==> config.mk <==
export PLATFORM = sky130hd
export DESIGN_NAME = fetch_sequencer
export DESIGN_NICKNAME = d
export VERILOG_FILES = /design/src/rtl/fetch_sequencer_pkg.sv /design/src/rtl/fetch_sequencer_timeout.sv /design/src/rtl/fetch_sequencer.sv
export SDC_FILE = /design/constraint.sdc
export NUM_CORES = 1
export LEC_CHECK = 0
export ABC_CLOCK_PERIOD_IN_PS = 2200
export BUFFER_PORTS_ARGS = -buffer_cell sky130_fd_sc_hd__buf_2
export CAP_MARGIN = 5
export CELL_PAD_IN_SITES_DETAIL_PLACEMENT = 1
export CELL_PAD_IN_SITES_GLOBAL_PLACEMENT = 1
export CORE_UTILIZATION = 31
export DETAILED_ROUTE_END_ITERATION = 10
export PLACE_DENSITY_LB_ADDON = 0.1
export SETUP_SLACK_MARGIN = 0.02
export SYNTH_ARGS = -nofsm -noshare
export SYNTH_HDL_FRONTEND = slang
export SYNTH_HIERARCHICAL = 1
export SYNTH_SLANG_ARGS = --single-unit
==> constraint.sdc <==
create_clock -name clk -period 2.2 [get_ports clk]
set_clock_uncertainty 0.05 [all_clocks]
set_input_delay 0.11 -clock clk [delete_from_list [all_inputs] [get_ports clk]]
set_output_delay 0.11 -clock clk [all_outputs]
set_load 0.05 [all_outputs]
==> src/rtl/fetch_sequencer_pkg.sv <==
// Shared definitions for the fetch sequencer: state encoding and PC increment.
package fetch_sequencer_pkg;

    localparam logic [2:0] S_IDLE    = 3'd0;
    localparam logic [2:0] S_FETCH   = 3'd1;
    localparam logic [2:0] S_ISSUE   = 3'd2;
    localparam logic [2:0] S_RESOLVE = 3'd3;
    localparam logic [2:0] S_COMMIT  = 3'd4;
    localparam logic [2:0] S_HALTED  = 3'd5;

    typedef enum logic [2:0] {
        ST_IDLE    = S_IDLE,
        ST_FETCH   = S_FETCH,
        ST_ISSUE   = S_ISSUE,
        ST_RESOLVE = S_RESOLVE,
        ST_COMMIT  = S_COMMIT,
        ST_HALTED  = S_HALTED
    } state_t;

    // Sequential next-PC step, applied by the datapath when pc_src selects PC+4.
    localparam int PC_INC = 4;

endpackage

==> src/rtl/fetch_sequencer_timeout.sv <==
// Instruction-memory wait counter; flags expiry on the (2**TIMEOUT_W-1)th unacknowledged FETCH cycle.
module fetch_timeout
    import fetch_sequencer_pkg::*;
#(
    parameter int TIMEOUT_W = 8
) (
    input  logic clk,
    input  logic a_rst,
    input  logic clear,
    input  logic inc,
    output logic expired
);

    // Count holds k-1 during the k-th waiting cycle, so expiry compares against 2**W-2.
    localparam logic [TIMEOUT_W-1:0] LAST = {{(TIMEOUT_W-1){1'b1}}, 1'b0};

    logic [TIMEOUT_W-1:0] count;

    always_ff @(posedge clk or negedge a_rst) begin
        if (!a_rst) begin
            count <= '0;
        end else if (clear) begin
            count <= '0;
        end else if (inc) begin
            count <= count + TIMEOUT_W'(1);
        end
    end

    assign expired = inc && (count == LAST);

endmodule

==> src/rtl/fetch_sequencer.sv <==
// Multi-cycle fetch/issue/resolve/commit controller driving the PC register load and PCSrc.
module fetch_sequencer
    import fetch_sequencer_pkg::*;
#(
    parameter int XLEN      = 32,
    parameter int TIMEOUT_W = 8,
    parameter int RETIRE_W  = 32
) (
    input  logic                clk,
    input  logic                a_rst,
    input  logic                start,
    input  logic                halt_req,
    output logic                imem_req,
    input  logic                imem_ack,
    input  logic [XLEN-1:0]     imem_rdata,
    output logic [XLEN-1:0]     instr,
    output logic                instr_valid,
    input  logic                instr_ready,
    input  logic                br_valid,
    input  logic                br_taken,
    output logic                pc_load,
    output logic                pc_src,
    output logic                busy,
    output logic                fetch_err,
    output logic [RETIRE_W-1:0] retired
);

    state_t state;
    state_t next_state;
    logic   halt_pending;
    logic   timeout_clear;
    logic   timeout_inc;
    logic   timeout_hit;

    assign timeout_clear = (next_state == ST_FETCH) && (state != ST_FETCH);
    assign timeout_inc   = (state == ST_FETCH) && !imem_ack;

    fetch_timeout #(
        .TIMEOUT_W(TIMEOUT_W)
    ) u_timeout (
        .clk    (clk),
        .a_rst  (a_rst),
        .clear  (timeout_clear),
        .inc    (timeout_inc),
        .expired(timeout_hit)
    );

    always_ff @(posedge clk or negedge a_rst) begin
        if (!a_rst) begin
            state <= ST_IDLE;
        end else begin
            state <= next_state;
        end
    end

    // A halt raised in the COMMIT cycle itself is honoured on that same exit.
    always_comb begin
        next_state = state;
        case (state)
            ST_IDLE:    if (start) next_state = ST_FETCH;
            ST_FETCH: begin
                if (imem_ack)         next_state = ST_ISSUE;
                else if (timeout_hit) next_state = ST_HALTED;
            end
            ST_ISSUE:   if (instr_ready) next_state = ST_RESOLVE;
            ST_RESOLVE: if (br_valid) next_state = ST_COMMIT;
            ST_COMMIT:  next_state = (halt_pending || halt_req) ? ST_HALTED : ST_FETCH;
            ST_HALTED:  next_state = ST_HALTED;
            default:    next_state = ST_IDLE;
        endcase
    end

    assign busy = (state != ST_IDLE) && (state != ST_HALTED);

    // Handshake outputs are registered from next_state so they align with the state they belong to.
    always_ff @(posedge clk or negedge a_rst) begin
        if (!a_rst) begin
            imem_req     <= 1'b0;
            instr_valid  <= 1'b0;
            pc_load      <= 1'b0;
            pc_src       <= 1'b0;
            instr        <= '0;
            fetch_err    <= 1'b0;
            retired      <= '0;
            halt_pending <= 1'b0;
        end else begin
            imem_req    <= (next_state == ST_FETCH);
            instr_valid <= (next_state == ST_ISSUE);
            pc_load     <= (next_state == ST_COMMIT);
            if ((state == ST_FETCH) && imem_ack) begin
                instr <= imem_rdata;
            end
            if ((state == ST_RESOLVE) && br_valid) begin
                pc_src <= br_taken;
            end
            if (next_state == ST_COMMIT) begin
                retired <= retired + RETIRE_W'(1);
            end
            if (timeout_hit) begin
                fetch_err <= 1'b1;
            end
            if (halt_req && busy) begin
                halt_pending <= 1'b1;
            end
        end
    end

endmodule

==> results.md <==
- # setup viols final: 0
- Rows: 38
- Post-synthesis sequential area ratio: 0.587
- Die footprint: 0.0116 mm^2
- Avg Inst Size Synth: 12.5 um^2
- Area growth from synthesis to layout: 38.3%
- Max-cap viol count: 0
- Post-CTS setup buffer count: 0
- Cell accounting for the most synthesized area: dfrtp_1
- Fin nets: 479
- Post-DR wirelength/cell: around 15 um
- Vias in the first global route: 2867
- Pin slew with the least headroom to its limit: ~580 ps
- H-tree depth: 3
- Combinational fraction of design power: 0.461
- Vias per cell: about 4.5
- Tmin final: 1880 ps
- DP Wirelength: 5.99 mm
- Gr usage total: 0.162
- Clock network power share: 0.179
- IO Pins: 110
- Final ANT Viol Nets: 0
- Reg-to-Reg Start: state[2]
- Initial antenna violation count: 0
- Layout cells sized above 1: 0.404
- Vias: 2639
- Flop pwr share: 0.360
- Layout Cells excl Fill: 581
- Skew-Pair Late Insertion Delay: approximately 350 ps
- Sw frac: 0.458
- Worst vdd ir: approximately 720 uV
- Hold WS: 24.2 ps
- Total wire length: 8.46 mm
- P_sw: 2.76 mW
- Horizontal die dimension: 108 um
- Kind of critical path: register to register
- Die height: approximately 110 um
- Final Slew Violations: 0
- Core area: between 0.01 and 0.015 mm^2
- Status: finished, violations left
- Drt first pass iters: 7
- Leakage power: 2.36 nW
- Crit path launch: state[2]
- Hold Path Stages: 2
- GPL Wtd Cong: 0.742
- Largest net degree at the start of global routing: 44
- Int Power: roughly 3.3 mW
- CTS Buf Count: 9
- CP required: 2390 ps
- Post-synthesis register bit count: 81
- Failing checks: design-rule violations
- I/O Buffers: approximately 110
- Cell Pwr Density: approximately 1300 mW/mm^2
- Cell area after synthesis: 0.00346 mm^2
- Worst setup SP type: register
- Root Buffer: clkbuf_8
- Synth Warn #: 6
- Hold EP: state[1]
- Drt drc: 1
- Crit-path max FO: 9
- Worst r2r path cells: 6
- Distinct cell type count after synthesis: 39
- Rel. slew slack: 0.616
- N_diodes: 0
- Max Freq: approximately 530 MHz
- Reg2reg end: retired[30]
- Final hold violation count: 0
- Min-Delay Path Class: primary input to register
- DR iter-0 viols: 67
- Clock sinks: 81
- Setup TNS: 0 ps
- Clock Tree Buf Depth: 2
- Fin crit share: 0.854
- RSZ-0062 raised after global routing: no
- R2R Setup Slk: 320 ps
- Syn_nets: 320
- TritonCTS clock tree: done
- Final global-route overflow total: 0
- Post-Synthesis Cells: 277
- Worst EP arrival: just over 2000 ps
- First-pass GRT wire length: between 10 and 15 mm
- Clock slew at reported path FFs: 80 ps
- DP Cell Count: 530
- Worst Hold Launch: br_valid
- Top post-synthesis cells by area: dfrtp_1 59%, mux2_2 10%, xnor2_1 6.3%
- Initial Utilization: 0.319
- Post-synth top area share: 0.587
- CP Capture Type: register
final cells by class:
class,count,area (um^2)
Fill cell,1203,6060
Sequential cell,81,2030
Multi-Input combinational cell,181,1360
Timing Repair Buffer,156,1000
Tap cell,140,175
Clock buffer,10,138
Clock inverter,6,57.6
Inverter,7,26.3
worst max-delay path, stage by stage (launching register included):
cell      delay [ps]
dfrtp_1          380
buf_4            150
nand4b_4         260
nor4_4           400
and3_4           260
nand4_1          110
xnor2_1          140
cell families (layout without fill, tap and decap cells):
logic type	after synthesis	in the layout	synth area share
xor gates and xnor gates	35	35	0.0887
adders and majority gates	3	3	0.0109
DFF	81	81	0.587
AOI/OAI and AO/OA	16	16	0.0282
and+or+nand+nor	94	94	0.156
muxes	33	33	0.107
buffers and inverters	15	179	0.0228
layout by cell type, fill, tap and decap left out, types with 2 or more instances in the layout:
cell type	Yosys	final
or2_2	2	2
nor3_2	1	2
nand2b_1	2	2
or3_1	3	3
inv_1	7	7
mux2_2	31	31
buf_2	0	108
ha_1	3	3
buf_4	6	12
clkinv_2	0	4
xnor2_1	25	25
nand2_1	22	22
clkbuf_8	0	10
and3_1	5	5
a21oi_1	5	5
nand4_1	12	12
xor2_1	10	10
nor2_1	21	21
o21ai_0	5	4
dlygate4sd3_1	0	35
dfrtp_1	81	81
nand3_1	13	13
power by group through the flow:
stage / registers (mW) / logic [mW] / clock network (mW)
after floorplan: 3.44 / 0.804 / 0
after global placement: 2.17 / 2.73 / 0
after detailed placement: 2.20 / 2.76 / 0
after CTS: 2.17 / 2.81 / 1.14
after global routing: 2.24 / 2.94 / 1.21
final: 2.17 / 2.78 / 1.08
cells in the mapped netlist:
| cell | count |
|---|---|
| nand3_1 | 13 |
| xor2_1 | 10 |
| a21oi_1 | 5 |
| dfrtp_1 | 81 |
| a311oi_1 | 1 |
| or3_1 | 3 |
| buf_4 | 6 |
| clkbuf_1 | 2 |
| nor4_1 | 1 |
| nand2b_1 | 2 |
| and2_1 | 1 |
| nor3_1 | 2 |
| nor2_1 | 21 |
| inv_1 | 7 |
| mux2_1 | 1 |
| a21o_1 | 1 |
| and4_1 | 1 |
| a22oi_1 | 1 |
| nand4_1 | 12 |
| xnor2_1 | 25 |
| nand4b_4 | 1 |
| and3_4 | 1 |
| nand2_1 | 22 |
| o311ai_0 | 1 |
| nor3_4 | 1 |
| nor3_2 | 1 |
| nor2b_1 | 1 |
| and3_1 | 5 |
| nor4_4 | 1 |
| mux2_2 | 31 |
| or4_1 | 1 |
| o21ai_0 | 5 |
| mux2i_1 | 1 |
| nand4_2 | 1 |
| or2_2 | 2 |
| ha_1 | 3 |
| a211oi_1 | 1 |
| nand4_4 | 1 |
| o31ai_1 | 1 |
state kept, by name, summed over array words and instances (netlist names):
name,cells
pc_load,1
retired,32
instr_valid,1
pc_src,1
instr,32
fetch_err,1
imem_req,1
state,3
halt_pending,1
u_timeout/count,8
per-layer routing:
layer | wire, um | vias up | track usage
met5 | 0 | - | 0
met3 | 366 | 14 | 0.0291
met4 | 178 | 0 | 0.0802
li1 | - | 1270 | -
met1 | 3990 | 1288 | 0.212
met2 | 3930 | 67 | 0.258
worst max path at each step:
| stage | to | depth (start not counted) |
|---|---|---|
| global placement | retired[25] | 5 |
| global route | u_timeout/count[1] | 9 |
| CTS | u_timeout/count[1] | 9 |
| floorplan | retired[30] | 6 |
| detailed placement | u_timeout/count[1] | 9 |
| finish | retired[30] | 6 |
per-stage QoR:
| stage | setup slack, ps | utilization | total power, mW | instance area (um^2) |
|---|---|---|---|---|
| 6_report | 320 | 0.441 | 6.03 | 4780 |
| 5_1_grt | 69.1 | 0.441 | 6.38 | 4780 |
| 4_1_cts | 232 | 0.440 | 6.12 | 4770 |
| 3_5_place_dp | 258 | 0.390 | 4.96 | 4230 |
| 3_3_place_gp | 326 | 0.390 | 4.90 | 4230 |
| 2_1_floorplan | 149 | - | 4.24 | 3460 |
what timing repair did:
item,in CTS,in global routing
hold buffers,35,0
resized for setup,0,2
endpoints found under the hold margin,74,0
endpoints found under the setup margin,0,2
No activity file was read; power rests on OpenSTA's default activity.
